`config.mk`:
```
export PLATFORM = sky130hd
export DESIGN_NAME = fir_inverse_decoder_flat
export DESIGN_NICKNAME = d
export VERILOG_FILES = /design/src/rtl/fir_inverse_decoder_if.sv /design/src/rtl/fir_inverse_decoder.sv /design/src/flat_wrapper.sv
export SDC_FILE = /design/constraint.sdc
export NUM_CORES = 1
export LEC_CHECK = 0
export CAP_MARGIN = 40
export CORE_UTILIZATION = 45
export DETAILED_ROUTE_END_ITERATION = 8
export GPL_ROUTABILITY_DRIVEN = 0
export PLACE_DENSITY = 0.72
export SYNTH_ARGS = -nofsm -noshare
export SYNTH_HDL_FRONTEND = slang
export SYNTH_SLANG_ARGS = --single-unit
export TNS_END_PERCENT = 20
```
`constraint.sdc`:
```
create_clock -name clk -period 5.1 [get_ports clk]
set_clock_uncertainty 0.2 [all_clocks]
set_input_delay 0.51 -clock clk [delete_from_list [all_inputs] [get_ports clk]]
set_output_delay 0.51 -clock clk [all_outputs]
set_load 0.01 [all_outputs]
```
`src/rtl/fir_inverse_decoder_if.sv`:
```
// Stream bundle for the FIR inverse decoder.
// Carries both input (y) and output (x) valid/ready channels.
interface fir_inverse_decoder_if #(
  parameter int SIZE = 8
);
  logic            in_valid;
  logic            in_ready;
  logic [SIZE-1:0] y_in;
  logic            out_valid;
  logic            out_ready;
  logic [SIZE-1:0] x_out;

  modport master (
    output in_valid,
    output y_in,
    output out_ready,
    input  in_ready,
    input  out_valid,
    input  x_out
  );

  modport slave (
    input  in_valid,
    input  y_in,
    input  out_ready,
    output in_ready,
    output out_valid,
    output x_out
  );
endinterface

```
`src/rtl/fir_inverse_decoder.sv`:
```
// Inverse FIR: x[n] = y[n] - sum h[k]*x[n-k], mod 2^SIZE, one MAC per clock.
// Optional macro FIR_DEC_FLUSH_EN adds a flush port that clears history.
module fir_inverse_decoder #(
  parameter int SIZE      = 8,
  parameter int NUM_COEFF = 4
) (
  input  logic                      clk,
  input  logic                      reset,
  input  logic [SIZE*NUM_COEFF-1:0] coeffs,
  fir_inverse_decoder_if.slave      bus,
  output logic                      busy
`ifdef FIR_DEC_FLUSH_EN
  ,
  input  logic                      flush
`endif
);

  localparam int HD = (NUM_COEFF > 1) ? NUM_COEFF - 1 : 1;
  localparam int KW = (NUM_COEFF > 1) ? $clog2(NUM_COEFF) : 1;

  typedef enum logic [1:0] {
    S_IDLE,
    S_MAC,
    S_OUT
  } state_t;

  state_t             r_state;
  state_t             w_state_nxt;
  logic [SIZE-1:0]    r_acc;
  logic [KW-1:0]      r_k;
  logic [HD*SIZE-1:0] r_hist;

  logic               w_clr;
  logic [KW-1:0]      w_hidx;
  logic [SIZE-1:0]    w_h;
  logic [SIZE-1:0]    w_hs;
  logic [2*SIZE-1:0]  w_prod;
  logic [SIZE-1:0]    w_acc_mac;

`ifdef FIR_DEC_FLUSH_EN
  assign w_clr = flush;
`else
  assign w_clr = 1'b0;
`endif

  assign w_hidx    = r_k - KW'(1);
  assign w_h       = coeffs[r_k*SIZE +: SIZE];
  assign w_hs      = r_hist[w_hidx*SIZE +: SIZE];
  assign w_prod    = {{SIZE{1'b0}}, w_h} * {{SIZE{1'b0}}, w_hs};
  assign w_acc_mac = r_acc - w_prod[SIZE-1:0];

  assign busy = (r_state != S_IDLE);

  // Next state and handshake outputs
  always_comb begin
    w_state_nxt   = r_state;
    bus.in_ready  = 1'b0;
    bus.out_valid = 1'b0;
    bus.x_out     = '0;
    unique case (r_state)
      S_IDLE: begin
        bus.in_ready = 1'b1;
        if (bus.in_valid)
          w_state_nxt = (NUM_COEFF > 1) ? S_MAC : S_OUT;
      end
      S_MAC: begin
        if (r_k == KW'(NUM_COEFF - 1))
          w_state_nxt = S_OUT;
      end
      S_OUT: begin
        bus.out_valid = 1'b1;
        bus.x_out     = r_acc;
        if (bus.out_ready)
          w_state_nxt = S_IDLE;
      end
      default: w_state_nxt = S_IDLE;
    endcase
  end

  // State register; reset and flush both return to IDLE
  always_ff @(posedge clk) begin
    if (reset || w_clr)
      r_state <= S_IDLE;
    else
      r_state <= w_state_nxt;
  end

  // Accumulator, tap index and sample history
  always_ff @(posedge clk) begin
    if (reset || w_clr) begin
      r_acc  <= '0;
      r_k    <= '0;
      r_hist <= '0;
    end else begin
      unique case (r_state)
        S_IDLE: begin
          if (bus.in_valid) begin
            r_acc <= bus.y_in;
            r_k   <= KW'(1);
          end
        end
        S_MAC: begin
          r_acc <= w_acc_mac;
          r_k   <= r_k + KW'(1);
        end
        S_OUT: begin
          if (bus.out_ready) begin
            r_hist <= (r_hist << SIZE) | (HD*SIZE)'(r_acc);
            r_k    <= '0;
          end
        end
        default: begin
          r_k <= '0;
        end
      endcase
    end
  end

endmodule

```
`src/flat_wrapper.sv`:
```
// flat-port wrapper written by rule: the top's interface ports become plain ports
module fir_inverse_decoder_flat 
#(
  parameter int SIZE      = 8,
  parameter int NUM_COEFF = 4
)
  (clk, reset, coeffs, busy, bus_in_valid, bus_y_in, bus_out_ready, bus_in_ready, bus_out_valid, bus_x_out);
  fir_inverse_decoder_if #(.SIZE(SIZE)) bus_i ();
  input  logic clk;
  input  logic reset;
  input  logic [SIZE*NUM_COEFF-1:0] coeffs;
  output logic busy;
  input wire logic [$bits(bus_i.in_valid)-1:0] bus_in_valid;
  input wire logic [$bits(bus_i.y_in)-1:0] bus_y_in;
  input wire logic [$bits(bus_i.out_ready)-1:0] bus_out_ready;
  output wire logic [$bits(bus_i.in_ready)-1:0] bus_in_ready;
  output wire logic [$bits(bus_i.out_valid)-1:0] bus_out_valid;
  output wire logic [$bits(bus_i.x_out)-1:0] bus_x_out;
  assign bus_i.in_valid = bus_in_valid;
  assign bus_i.y_in = bus_y_in;
  assign bus_i.out_ready = bus_out_ready;
  assign bus_in_ready = bus_i.in_ready;
  assign bus_out_valid = bus_i.out_valid;
  assign bus_x_out = bus_i.x_out;
  fir_inverse_decoder #(.SIZE(SIZE), .NUM_COEFF(NUM_COEFF)) u_core (.clk(clk), .reset(reset), .coeffs(coeffs), .bus(bus_i), .busy(busy));
endmodule
```
# Word-level counts from Yosys, hierarchy flattened
# Index checks and enable logic that the tools add are counted.
op_classes:
  addsub: 3
  mul: 1
  eq_ne: 6
  shift: 2
  muxes: 10
  bitwise_logic: 1
  n_reduce_logical: 7
op_table:
  columns: ["op", "n"]
  rows:
  - ["$shiftx 32x6->8", 1]
  - ["$or 24x8->24", 1]
  - ["$shiftx 24x6->8", 1]
  - ["$mux 8", 2]
  - ["$pmux 8 s2", 1]
  - ["$pmux 2 s3", 2]
  - ["$mul 8x8->8", 1]
  - ["$sub 8x8->8", 1]
  - ["$mux 2", 3]
  - ["$reduce_and 2->1", 3]
  - ["$eq 2x2->1 const B", 2]
  - ["$ne 2x2->1 const B", 2]
  - ["$reduce_bool 2->1", 2]
  - ["$reduce_and 3->1", 1]
  - ["$add 2x1->2 const B", 1]
  - ["$eq 2x1->1 const B", 1]
  - ["$logic_not 2->1", 1]
  - ["$mux 1", 2]
  - ["$ne 2x1->1 const B", 1]
  - ["$sub 2x1->2 const B", 1]
word_totals:
  ff_bits: 36
  inputBits: 44
  output_inout_bits: 11
  wordCells: 34

# Longest topological paths before layout
# Gate-level depths: netlist of the first run.
depth:
  depth_word: 5
  depth_mapped: 19
  ltp_nobuf: 17

# Worst setup path before layout of the first run
# OpenSTA, ideal clock, no wires.
synth_timing:
  path_type: "reg2reg"
  start: "register u_core.r_k[0]"
  end: "register u_core.r_acc[7]"
  setup_time_ps: 131
  t_arrival_ps: 4620
  required_time_ps: 4769
  slack_ps: 149
  path_stages_with_launch: 18
  path_buffers: 2
  synth_period_minus_slack_ps: 4951
  path_cell_list: "dfxtp_1 > ha_1 > buf_4 > buf_6 > mux2i_1 > mux2i_4 > and2_1 > fa_1 > fa_1 > fa_1 > fa_1 > xnor2_1 > xnor2_1 > xnor2_1 > xnor3_1 > and3_2 > o211ai_1 > o311ai_1"
synth_between:
  elab_chain_len: 5
  elab_cells_between_ends: 6
  cone_classes: "add/sub (2); mul (1); shift (2); mux (1)"
synth_rtl:
  columns: ["item", "line_no", "text"]
  rows:
  - ["start: declaration", "fir_inverse_decoder.sv:30", "logic [KW-1:0] r_k;"]
  - ["start signal: assignment", "fir_inverse_decoder.sv:104", "r_k <= r_k + KW'(1);"]
  - ["$sub 2x1->2", "fir_inverse_decoder.sv:46", "assign w_hidx = r_k - KW'(1);"]
  - ["$shiftx 24x6->8", "fir_inverse_decoder.sv:48", "assign w_hs = r_hist[w_hidx*SIZE +: SIZE];"]
  - ["$mul 8x8->8 (*)", "fir_inverse_decoder.sv:49", "assign w_prod = {{SIZE{1'b0}}, w_h} * {{SIZE{1'b0}}, w_hs};"]
  - ["$sub 8x8->8 (*)", "fir_inverse_decoder.sv:50", "assign w_acc_mac = r_acc - w_prod[SIZE-1:0];"]
  - ["$pmux 8 s2 (*)", "fir_inverse_decoder.sv:95", "unique case (r_state)"]
  - ["end signal: assignment", "fir_inverse_decoder.sv:98", "r_acc <= bus.y_in;"]
  - ["end signal: assignment", "fir_inverse_decoder.sv:103", "r_acc <= w_acc_mac;"]
  - ["end: declaration", "fir_inverse_decoder.sv:29", "logic [SIZE-1:0] r_acc;"]
# Every way passes the cells marked *; elsewhere a longest branch is shown, timed or not.
# A chain may end at the register's enable or synchronous reset.

# Worst setup path in the final report of the first run
layout_timing:
  start: "input coeffs[29]"
  end: "register u_core.r_acc[7]"
layout_between:
  elab_chain_len: 4
layout_rtl:
  columns: ["item", "line_no", "text"]
  rows:
  - ["start: declaration", "flat_wrapper.sv:11", "input logic [SIZE*NUM_COEFF-1:0] coeffs;"]
  - ["$shiftx 32x6->8", "fir_inverse_decoder.sv:47", "assign w_h = coeffs[r_k*SIZE +: SIZE];"]
  - ["$mul 8x8->8", "fir_inverse_decoder.sv:49", null]
  - ["$sub 8x8->8", "fir_inverse_decoder.sv:50", null]
  - ["$pmux 8 s2", "fir_inverse_decoder.sv:95", null]
# Every way passes these cells.

==> summary.md, run 1 <==
| Metric | Value |
|---|---|
| Status | `finished, final reports clean` |
| #FFs+latches synth | `36` |
| CTS Hold Bufs | `0` |
| Ys flop type | `dfxtp_1` |
| FP Rows | `30` |
| Flop pwr share | `around 40%` |
| Max-slew headroom | `45.5%` |
| Crit. End Element | `flip-flop` |
| Count of final setup violators | `0` |
| Post-Route WL | `around 7.7 mm` |
| CP Max Fanout | `3` |
| Number of synthesized flops with an enable pin | `0` |
| First-pass DRT Iterations | `4` |
| Num Clock Sinks | `36` |
| Die area | `7370 µm²` |
| Yosys warns | `0` |
| Seq/Total Area, Yosys | `22.8%` |
| Total track usage | `22.3%` |
| Pin count of the biggest net entering global routing | `38` |
| Vias | `2633` |
| Maximum VDD drop | `0.000199 V` |
| Initial antenna violation count | `0` |
| Ant diodes | `0` |
| Die Span Y | `around 86 µm` |
| Most used cell, CP | `fa_1` |
| Final Hold Fails | `0` |
| Chip Width | `roughly 86 µm` |
| Post-synth top area cell | `dfxtp_1` |
| Bufs and invs on worst path | `2` |
| CP max stage cell | `fa_1` |
| Synth async-reset ratio | `0%` |
| Root Buffer | `clkbuf_8` |
| Fmax | `0.202 GHz` |
| Cell Area, Synth | `3160 µm²` |
| First-pass GRT wire length | `between 10 and 15 mm` |
| Mapped Cells | `350` |
| DRT antenna net count | `0` |
| Syn nets | `433` |
| Yosys top cell area share | `22.8%` |
| Clock latency on the worst-skew pair | `290 ps` |
| Synth top cells by count | `nand2_1, dfxtp_1, a21oi_1` |
| Top-count cell post-synth | `nand2_1` |
| Fin cells | `516` |
| Gr ovfl total | `0` |
| Worst hold path class | `reg2reg` |
| Remaining DRCs | `0` |
| Hpwl dp | `~5.9 mm` |
| Drt wl/cell | `roughly 15 µm` |
| Max clock buf depth | `2` |
| Synth area leaders | `dfxtp_1, fa_1, ha_1` |
| Area of the core | `between 6000 and 7000 µm²` |
| Total CTS buffers | `5` |
| CTS tree | `built` |
| Inst Count DP | `499` |
| Arrival time worst endpoint | `4920 ps` |
| Tot Pwr | `748 µW` |
| I/O Buffers | `54` |
| Final Cycle Share | `between 90% and 100%` |
| Area grow syn2layout | `28.6%` |
| Critical Path RT | `5060 ps` |
| Nets | `about 500` |
| Clock power share | `between 30% and 40%` |
| Switch share | `between 20% and 30%` |
| P_sw | `203 µW` |
| PwrDens | `about 180 nW/µm²` |
| Initial core utilization | `46.6%` |
| Final worst path period need | `4960 ps` |
| Vias in the first global route | `2604` |
| 1st-iter DRT viols | `104` |
| Max Cap Viol | `0` |
| CP Launch Type | `input port` |
| Final Slew Violations | `0` |
| Delay-heaviest family, CP | `adder cells` |
| Actual slew at the worst max-slew pin | `818 ps` |
| Comb pwr share | `about a quarter` |
| Lkg Pwr | `1.63 nW` |
| Synth unique cells | `51` |
| Clk pin slew, worst setup/hold paths | `roughly 70 ps` |
| Critical-path cell list | `clkdlybuf4s50_1 > mux4_1 > and2_1 > fa_1 > fa_1 > fa_1 > fa_1 > xnor2_2 > xnor2_1 > xnor2_1 > buf_4 > xnor3_1 > and3_2 > o211ai_1 > o311ai_1` |
| Ports | `55` |
| Share of cells above drive strength 1 | `16.0%` |
| Internal power | `545 µW` |
| Vias per cell | `between 5 and 6` |
| Syn avg cell area | `roughly 9 µm²` |
| CP peak stage delay | `530 ps` |
| H-tree level count | `2` |
| Critical path class | `in2reg` |
[sequential cells by signal, indices dropped and copies added, names as in the netlist]
name / cells
u_core.r_state: 2
u_core.r_acc: 8
u_core.r_k: 2
u_core.r_hist: 24
[cell type report]
class | count | area [µm²]
Sequential cell | 36 | 722
Inverter | 23 | 86.3
Tap cell | 96 | 120
Clock inverter | 2 | 35.0
Multi-Input combinational cell | 272 | 2270
Fill cell | 613 | 2730
Timing Repair Buffer | 81 | 756
Clock buffer | 6 | 72.6
[final timing paths]
kind,start,to,slack (ps),cells after the start
max,coeffs[29],u_core.r_acc[7],140,15
min reg2reg,u_core.r_hist[19],u_core.r_hist[19],260,2
max reg2reg,u_core.r_k[0],u_core.r_acc[7],150,18
min,u_core.r_hist[19],u_core.r_hist[19],260,2
[cells by family after synthesis]
| kind of cell | count (synthesis) | share of synthesized area [%] |
|---|---|---|
| adder cells (fa/ha/maj) | 39 | 19.2 |
| flip-flops | 36 | 22.8 |
| AO/OA/AOI/OAI | 62 | 12.4 |
| AND/OR/NAND/NOR | 130 | 20.4 |
| buffers and inverters | 42 | 6.69 |
| XOR/XNOR | 18 | 7.08 |
| multiplexers | 23 | 11.4 |
[cells in the final DEF, fill, tap and decap left out, types with 2 or more instances in the layout]
cell             count
a2111oi_0            2
fa_1                16
mux2i_1              6
nor2b_1              5
mux4_1               3
xor3_1               2
clkbuf_8             5
nor3_1               3
and2b_2              2
mux2_2               3
o21ai_0              4
mux4_2               5
xnor2_1             10
ha_1                22
xnor2_2              2
and2_1              28
inv_1               23
clkdlybuf4s50_1     54
o211ai_1             3
a21oi_1             32
mux2i_2              4
nor2_1              13
o21a_1               3
xor2_1               2
buf_4               25
and2_2               4
nand2_1             65
dfxtp_1             35
mux2i_4              2
a211oi_1             8
nand2b_1             3
[worst min-delay path, cell delays in order (launching register included)]
cell and delay [ps]:
dfxtp_1 310, nand2_1 50, a21oi_1 50
[repair_timing]
item	CTS	global route
setup endpoints to repair	1	1
resized for setup	8	5
pin swaps	0	5
gates cloned	0	0
buffers inserted	0	9
[per-stage QoR]
step / util [%] / setup TNS, ps / instance area [µm²] / hold slack [ps] / setup slack, ps
after floorplan: - / 0 / 3160 / 234 / 149
after global placement: 56.3 / -154 / 3830 / 243 / -154
after detailed placement: 56.4 / -231 / 3830 / 246 / -231
after CTS: 58.5 / 0 / 3980 / 257 / 37.6
after global routing: 59.9 / -32.2 / 4070 / 283 / -32.2
final: 59.9 / 0 / 4070 / 256 / 142
[per-layer routing]
layer	global-route usage [%]	share of wire, %	wire length (µm)
met1	30.5	45	3490
met2	37.5	49	3790
met3	3.56	4.5	343
met4	4.39	0.96	74
met5	0	0	0
[power groups by stage]
stage	Combinational, mW	Clock [mW]	Sequential, mW
after global placement	0.180	0	0.307
after floorplan	0.123	0	0.301
final	0.199	0.248	0.302
after CTS	0.191	0.254	0.302
after global routing	0.216	0.263	0.303
after detailed placement	0.184	0	0.307
Note: power is estimated with default switching activity, not from simulation.
==> run 2: changes to the inputs <==
- GPL_ROUTABILITY_DRIVEN: 0 -> default
==> results of run 2 <==
No change in the layout: final DEF, timing and power equal those of run 1.
